<file path="config.mk">
export PLATFORM = sky130hd
export DESIGN_NAME = parallel_prog_master
export DESIGN_NICKNAME = d
export VERILOG_FILES = /design/src/rtl/parallel_prog_master.sv
export SDC_FILE = /design/constraint.sdc
export NUM_CORES = 1
export LEC_CHECK = 0
export CELL_PAD_IN_SITES_DETAIL_PLACEMENT = 1
export CELL_PAD_IN_SITES_GLOBAL_PLACEMENT = 1
export CORE_UTILIZATION = 25
export DETAILED_ROUTE_END_ITERATION = 8
export PLACE_DENSITY = 0.51
export SLEW_MARGIN = 20
export SYNTH_ARGS = -nofsm -noshare
export SYNTH_HDL_FRONTEND = slang
export SYNTH_SLANG_ARGS = --single-unit
</file>
<file path="constraint.sdc">
create_clock -name clk -period 5.7 [get_ports clk]
set_clock_uncertainty 0.15 [all_clocks]
set_input_delay 1.14 -clock clk [delete_from_list [all_inputs] [get_ports clk]]
set_output_delay 1.14 -clock clk [all_outputs]
set_load 0.05 [all_outputs]
</file>
<file path="src/rtl/parallel_prog_master.sv">
// Initiator for the flash parallel-programming port: erase/write/read requests become timed XA/BS1/XTAL1/WR/OE sequences.
// Optional read-back verification of writes is compiled in when PP_VERIFY_EN is defined.
module parallel_prog_master #(
  parameter int SETUP_CYC   = 1,
  parameter int PULSE_CYC   = 2,
  parameter int RD_WAIT_CYC = 2,
  parameter int RDY_TIMEOUT = 4095
) (
  input  logic        clk,
  input  logic        rst_n,
  input  logic        cmd_valid,
  output logic        cmd_ready,
  input  logic [1:0]  cmd_op,
  input  logic [13:0] cmd_addr,
  input  logic [15:0] cmd_wdata,
  output logic        rsp_valid,
  output logic [15:0] rsp_rdata,
  output logic        rsp_err,
  output logic [1:0]  pp_xa,
  output logic        pp_bs1,
  output logic        pp_xtal1,
  output logic        pp_wr_n,
  output logic        pp_oe_n,
  output logic [7:0]  pp_data,
  input  logic        pp_rdy,
  input  logic [15:0] pp_dout
);

  typedef enum logic [3:0] {
    IDLE, SETUP, STROBE, HOLD, WR_LO, WR_HI, WAIT_RDY, OE_LO, OE_HI, DONE
  } state_t;

  localparam logic [1:0] OP_ERASE = 2'b00;
  localparam logic [1:0] OP_WRITE = 2'b01;
  localparam logic [1:0] OP_READ  = 2'b10;
  localparam logic [1:0] OP_ILL   = 2'b11;

  state_t      state_q, state_d;
  logic [2:0]  step_q, step_d;
  logic [11:0] cnt_q, cnt_d;
  logic [1:0]  op_q, op_d;
  logic [13:0] addr_q, addr_d;
  logic [15:0] wdata_q, wdata_d;
  logic [15:0] rdata_q, rdata_d;
  logic        err_q, err_d;
  logic        ready_q, ready_d;
  logic        valid_q, valid_d;
  logic [1:0]  xa_q, xa_d;
  logic        bs1_q, bs1_d;
  logic        xtal1_q, xtal1_d;
  logic        wr_n_q, wr_n_d;
  logic        oe_n_q, oe_n_d;
  logic [7:0]  data_q, data_d;
  logic        rd_mode, rd_mode_nx;
  logic [2:0]  last_step;
  logic [7:0]  cmd_byte;
`ifdef PP_VERIFY_EN
  logic        vfy_q, vfy_d;
`endif

  // A verify pass reuses the read load sequence on the write's address.
`ifdef PP_VERIFY_EN
  assign rd_mode = (op_q == OP_READ) || vfy_q;
`else
  assign rd_mode = (op_q == OP_READ);
`endif

  always_comb begin
    last_step = 3'd4;
    if (rd_mode)               last_step = 3'd2;
    else if (op_q == OP_ERASE) last_step = 3'd0;
  end

  always_comb begin
    state_d = state_q;
    step_d  = step_q;
    cnt_d   = cnt_q;
    op_d    = op_q;
    addr_d  = addr_q;
    wdata_d = wdata_q;
    rdata_d = rdata_q;
    err_d   = err_q;
`ifdef PP_VERIFY_EN
    vfy_d   = vfy_q;
`endif
    case (state_q)
      IDLE: begin
        if (cmd_valid && ready_q) begin
          op_d    = cmd_op;
          addr_d  = cmd_addr;
          wdata_d = cmd_wdata;
          rdata_d = 16'h0000;
          err_d   = 1'b0;
          step_d  = 3'd0;
          cnt_d   = 12'd0;
`ifdef PP_VERIFY_EN
          vfy_d   = 1'b0;
`endif
          // Illegal ops idle through OE_HI (pins quiet) so the response lands two cycles later.
          if (cmd_op == OP_ILL) begin
            err_d   = 1'b1;
            state_d = OE_HI;
          end else begin
            state_d = SETUP;
          end
        end
      end
      SETUP: begin
        if (cnt_q == 12'(SETUP_CYC - 1)) begin
          cnt_d   = 12'd0;
          state_d = STROBE;
        end else begin
          cnt_d = cnt_q + 12'd1;
        end
      end
      STROBE: begin
        if (cnt_q == 12'(PULSE_CYC - 1)) begin
          cnt_d   = 12'd0;
          state_d = HOLD;
        end else begin
          cnt_d = cnt_q + 12'd1;
        end
      end
      HOLD: begin
        cnt_d = 12'd0;
        if (step_q == last_step) begin
          state_d = rd_mode ? OE_LO : WR_LO;
        end else begin
          step_d  = step_q + 3'd1;
          state_d = SETUP;
        end
      end
      WR_LO: begin
        if (cnt_q == 12'(PULSE_CYC - 1)) begin
          cnt_d   = 12'd0;
          state_d = WR_HI;
        end else begin
          cnt_d = cnt_q + 12'd1;
        end
      end
      WR_HI: begin
        cnt_d   = 12'd0;
        state_d = WAIT_RDY;
      end
      WAIT_RDY: begin
        if (pp_rdy) begin
          state_d = DONE;
`ifdef PP_VERIFY_EN
          if (op_q == OP_WRITE) begin
            vfy_d   = 1'b1;
            step_d  = 3'd0;
            cnt_d   = 12'd0;
            state_d = SETUP;
          end
`endif
        end else if (cnt_q == 12'(RDY_TIMEOUT - 1)) begin
          err_d   = 1'b1;
          state_d = DONE;
        end else begin
          cnt_d = cnt_q + 12'd1;
        end
      end
      OE_LO: begin
        if (cnt_q == 12'(RD_WAIT_CYC - 1)) begin
          rdata_d = pp_dout;
`ifdef PP_VERIFY_EN
          if (vfy_q && (pp_dout != wdata_q)) err_d = 1'b1;
`endif
          cnt_d   = 12'd0;
          state_d = OE_HI;
        end else begin
          cnt_d = cnt_q + 12'd1;
        end
      end
      OE_HI:   state_d = DONE;
      DONE:    state_d = IDLE;
      default: state_d = IDLE;
    endcase

    // Pins are decoded from the next state so they change together with the state register.
`ifdef PP_VERIFY_EN
    rd_mode_nx = (op_d == OP_READ) || vfy_d;
`else
    rd_mode_nx = (op_d == OP_READ);
`endif
    cmd_byte = 8'h10;
    if (rd_mode_nx)            cmd_byte = 8'h02;
    else if (op_d == OP_ERASE) cmd_byte = 8'h80;

    xa_d    = 2'b11;
    bs1_d   = 1'b0;
    data_d  = 8'h00;
    xtal1_d = (state_d == STROBE);
    wr_n_d  = (state_d != WR_LO);
    oe_n_d  = (state_d != OE_LO);
    if (state_d inside {SETUP, STROBE, HOLD}) begin
      case (step_d)
        3'd0: begin xa_d = 2'b10; data_d = cmd_byte; end
        3'd1: begin xa_d = 2'b00; data_d = addr_d[7:0]; end
        3'd2: begin xa_d = 2'b00; bs1_d = 1'b1; data_d = {2'b00, addr_d[13:8]}; end
        3'd3: begin xa_d = 2'b01; data_d = wdata_d[7:0]; end
        3'd4: begin xa_d = 2'b01; bs1_d = 1'b1; data_d = wdata_d[15:8]; end
        default: ;
      endcase
    end
    ready_d = (state_d == IDLE);
    valid_d = (state_d == DONE);
  end

  always_ff @(posedge clk or negedge rst_n) begin
    if (!rst_n) begin
      state_q <= IDLE;
      step_q  <= 3'd0;
      cnt_q   <= 12'd0;
      op_q    <= OP_ERASE;
      addr_q  <= 14'd0;
      wdata_q <= 16'h0000;
      rdata_q <= 16'h0000;
      err_q   <= 1'b0;
      ready_q <= 1'b1;
      valid_q <= 1'b0;
      xa_q    <= 2'b11;
      bs1_q   <= 1'b0;
      xtal1_q <= 1'b0;
      wr_n_q  <= 1'b1;
      oe_n_q  <= 1'b1;
      data_q  <= 8'h00;
`ifdef PP_VERIFY_EN
      vfy_q   <= 1'b0;
`endif
    end else begin
      state_q <= state_d;
      step_q  <= step_d;
      cnt_q   <= cnt_d;
      op_q    <= op_d;
      addr_q  <= addr_d;
      wdata_q <= wdata_d;
      rdata_q <= rdata_d;
      err_q   <= err_d;
      ready_q <= ready_d;
      valid_q <= valid_d;
      xa_q    <= xa_d;
      bs1_q   <= bs1_d;
      xtal1_q <= xtal1_d;
      wr_n_q  <= wr_n_d;
      oe_n_q  <= oe_n_d;
      data_q  <= data_d;
`ifdef PP_VERIFY_EN
      vfy_q   <= vfy_d;
`endif
    end
  end

  assign cmd_ready = ready_q;
  assign rsp_valid = valid_q;
  assign rsp_rdata = rdata_q;
  assign rsp_err   = err_q;
  assign pp_xa     = xa_q;
  assign pp_bs1    = bs1_q;
  assign pp_xtal1  = xtal1_q;
  assign pp_wr_n   = wr_n_q;
  assign pp_oe_n   = oe_n_q;
  assign pp_data   = data_q;

endmodule
</file>
[After elaboration in Yosys (flattened, before gate mapping)]
Cells that the tools add are included.
Widths: inputs -> output; s select.
Storage, ports and cells
  register bits: 84
  output and inout bits: 33
  word-level logic and storage cells: 110
Operators by class
  add/sub/neg operators: 2
  equality and inequality tests: 29
  muxes and demuxes: 44
  reduce and logical (&&, ||, !) cells: 19
Operators with widths (number)
  $mux 16: 4
  $mux 12: 5
  $pmux 12 s5: 1
  $pmux 8 s5: 1
  $pmux 4 s9: 1
  $mux 4: 8
  $pmux 16 s2: 1
  $mux 14: 2
  $mux 8: 3
  $eq 4x2->1 const B: 4
  $eq 4x3->1 const B: 4
  $mux 3: 5
  $add 12x1->12 const B: 1
  $eq 12x1->1 const B: 1
  $eq 12x12->1 const B: 1
  $logic_not 12->1: 1
  $ne 2x2->1 const B: 5
  $eq 4x1->1 const B: 2
  $eq 4x4->1 const B: 2
  $logic_not 4->1: 2
  $mux 2: 4
  $ne 4x3->1 const B: 2
  $reduce_and 4->1: 2
  $reduce_or 2->1: 4
  other kinds (18): 28

[Longest topological paths before layout]
  depth in word-level cells: 10
  gate-level depth with buffers: 10
  gate-level depth less buffers: 9

[Worst setup path after synthesis]
OpenSTA, ideal clock, no wires.
  path kind: input to register
  start point: in cmd_valid
  end point: reg data_q[7] (netlist: pp_data[7])
  arrival time: 2.456 ns
  data required time: 5.426 ns
  path slack: 2.970 ns
  stages on the path: 7
  path buffers: 1
  cell sequence: nand4bb_1 nor2_4 buf_6 mux2_2 mux2_2 a32oi_1 nor3_1
RTL lines
  from (decl): RTL line 11  | input logic cmd_valid,
  $logic_and 1x1->1: RTL line 88  | if (cmd_valid && ready_q) begin
  $mux 14: RTL line 88
  $mux 14: RTL line 86  | case (state_q)
  net addr_d[7]: RTL line 42  | logic [13:0] addr_q, addr_d;
  $pmux 8 s5: RTL line 197  | case (step_d)
  $mux 8: RTL line 196  | if (state_d inside {SETUP, STROBE, HOLD}) begin
  net data_d[7]: RTL line 53  | logic [7:0] data_q, data_d;
  to (signal assigned): RTL line 247  | data_q <= data_d;
  to (decl): RTL line 53
The timed path passes the listed nets, and every way through them passes these cells.
A chain may end at the register's enable or synchronous reset.

[Final worst setup path]
  start point: in cmd_valid
  end point: reg data_q[4] (netlist: pp_data[4])
On the way
  word-level cells in the longest chain between the ends: 8
RTL lines
  $logic_and 1x1->1 (*): RTL line 88
  $mux 2: RTL line 88
  $mux 2: RTL line 86
  $logic_not 2->1: RTL line 188  | else if (op_d == OP_ERASE) cmd_byte = 8'h80;
  $mux 8: RTL line 188
  $mux 8: RTL line 187  | if (rd_mode_nx) cmd_byte = 8'h02;
  $pmux 8 s5: RTL line 197
  $mux 8 (*): RTL line 196
  net data_d[4]: RTL line 53
Mark *: on every way through the listed nets, which the timed path passes. The rest lies on a longest branch.

==> out/qor.txt <==
FF-to-FF Start: state_q[0]
Core Footprint: 0.0168 sq mm
Die span in x: 134 um
Max cap viols: 0
DRT Wirelength: 12.2 mm
Worst Setup Start Kind: primary input
First-pass GRT wire length: 20.5 mm
Hold_sp: wdata_q[14]
Synth unique cells: 75
Vias per cell: 4.80
Wirelength per Cell: 16.8 um
Worst Path Required: 5770 ps
Syn nets: 483
Clk_lat worst skew: 350 ps
Ys async rst share: 100%
Num CTS Buffers: 9
Initial Utilization: 25.9%
Slowest stage delay, CP: 630 ps
Root buffer cell: clkbuf_16
Max Freq: 0.277 GHz
# Post-CTS Setup Buffers: 0
R2R cell count: 7
Gpl congestion: 0.744
# fillers: 1887
CTS Sinks: 84
Fin. max-slew vios: 0
Syn Area/Cell: 10.2 sq um
Worst hold path depth: 2
RSZ-0062 raised after global routing: no
Boundary pin count: 85
Vias: 3493
Setup_tns: 0 ps
Post-synth top area cell: dfrtp_1
P per Cell Area: 527 mW/mm^2
Post-synth EDFFs: 0
Final min period: 3620 ps
FF+latch count, synth: 84
Yosys top cell area share: 45.5%
Main synth FF type: dfrtp_1
Post-synth top cells: dfrtp_1 (79), nand2_1 (78), o21ai_0 (33), mux2_2 (23), nand3_1 (20)
Clock Path Buffers: 2
Final Cycle Share: 63.4%
CTS tree: done
Worst slew margin: 46.7%
Area growth syn-to-layout: 29.5%
Worst vdd ir: 0.000207 V
Final Setup Violations: 0
Vias in the first global route: 3789
FF-to-FF End: pp_data[1]
CTS resizes: 0
Critical path class: primary input to flip-flop
Antenna violations before repair: 0
DRT antenna net count: 0
Worst-path cell chain: clkdlybuf4s50_1 -> and4bb_2 -> o21ai_0 -> a22oi_2 -> inv_1 -> o211a_1 -> nor3b_1 -> a2111oi_2
Port bufs: 84
Post-CTS Hold Fix Bufs: 0
Syn. warnings: 0
GRT Overall Usage: 14.8%
Worst Tran Pin Value: 800 ps
# rows: 47
Hold path endpoint: wdata_q[14]
# diodes: 0
Clk slew on worst S/H paths: 70 ps
Pin count of the biggest net entering global routing: 58
Final worst slack: 2080 ps
Slowest cell on crit path: a22oi_2
DR iter-0 viols: 175
Global route total overflow: 0
Final hold violations: 0
CP endpoint kind: flip-flop
Die area: 0.0179 sq mm
DP Wirelength: 8.56 mm
DR pass1 iterations: 4
Setup slack at placement: 1750 ps
H-tree depth: 3
Status: finished, final reports clean
Crit-path leading delay family: compound AO/OA/AOI/OAI gates
Cell Area, Synth: 0.00434 sq mm
Die Y: 134 um
Mapped Cells: 426
Post-synthesis sequential area ratio: 48.6%
Top post-synthesis cells by area: dfrtp_1 (46%), nand2_1 (6.7%), mux2_2 (6.0%), o21ai_0 (3.8%), dfstp_2 (3.0%)
Post-layout nets: 559
CP max FO: 19
LEAKAGE: 2.38 nW
Worst Hold Class: flip-flop to flip-flop
Most numerous cell in the Yosys netlist: dfrtp_1
R2r setup slk: 2380 ps
CP arrival: 3690 ps
Layout cells sized above 1: 14.8%
CP Buf/Inv Count: 2
# DRC: 0
==> cell usage in the layout, fill, tap and decap left out, drive strengths merged, types with 3 or more instances in the layout <==
master,count
inv,11
a2111oi,3
mux2i,4
dfstp,5
nor4,3
nor3b,5
nand4,5
nand2b,3
buf,4
a21oi,5
a22o,9
clkbuf,11
a31oi,6
mux2,23
or2,4
nor2b,6
and3,4
o211a,6
nand3,20
dfrtp,79
clkdlybuf4s50,83
nor2,21
o21ai,34
ha,5
or3,8
and2,4
nand2,80
and4,5
clkinv,3
nor3,10
==> power by group <==
group / switching (mW) / internal [mW]
Clock: 0.258 / 0.324
Combinational: 0.898 / 0.550
Sequential: 0.137 / 0.797
==> how the worst max path moves through the flow <==
stage               slack [ps]          to  startpoint  cells past startpoint
floorplan                 2970  pp_data[7]   cmd_valid                      7
global placement          1820  pp_data[4]   cmd_valid                      8
detailed placement        1750  pp_data[4]   cmd_valid                      8
CTS                       2120  pp_data[4]   cmd_valid                      8
global route              1900  pp_data[4]   cmd_valid                      8
finish                    2080  pp_data[4]   cmd_valid                      8
==> final cells by class <==
type	instances	area, sq um	share of cell area [%]
well taps	220	275	4.90
inverters	10	42.5	0.757
clock inverters	5	42.5	0.757
flip-flops and latches	84	2110	37.5
repair buffers	87	861	15.3
clock buffers	11	253	4.50
multi-input cells	310	2040	36.3
==> metrics by stage <==
stage	std cells	cell area (sq um)	power (mW)	utilization [%]	hold WS, ps
after floorplan	426	4340	2.01	-	284
after global placement	711	5320	2.39	31.8	315
after detailed placement	711	5320	2.41	31.8	313
after CTS	727	5620	3.02	33.5	330
after global routing	727	5620	3.19	33.5	354
final	727	5620	2.96	33.5	321
==> tightest hold or removal path, stage by stage, from the launching register on <==
cell and delay [ps]:
dfrtp_1 320, nand2_1 40, nand2_1 70
==> logic make-up after synthesis <==
family / synth area share [%]
and+or+nand+nor: 22.8
adders and majority gates: 1.44
DFF: 48.6
AOI/OAI and AO/OA: 15.1
muxes: 6.89
buffers and inverters: 4.61
xor gates and xnor gates: 0.605
==> registers in the layout, indices dropped and copies added (netlist names), 2 cells and up <==
register,cells
rsp_rdata,16
wdata_q,16
addr_q,14
cnt_q,12
pp_data,8
state_q,4
step_q,3
op_q,2
pp_xa,2
==> per-layer routing <==
layer	GRT usage (%)	share of wire (%)	vias to the layer above	wire length [um]
met3	2.44	3.5	10	429
met5	0	0	-	0
li1	-	-	1687	-
met2	23.0	47	61	5700
met1	20.1	48	1735	5870
met4	6.63	1.6	0	200
Power figures use the tool's default switching activity.
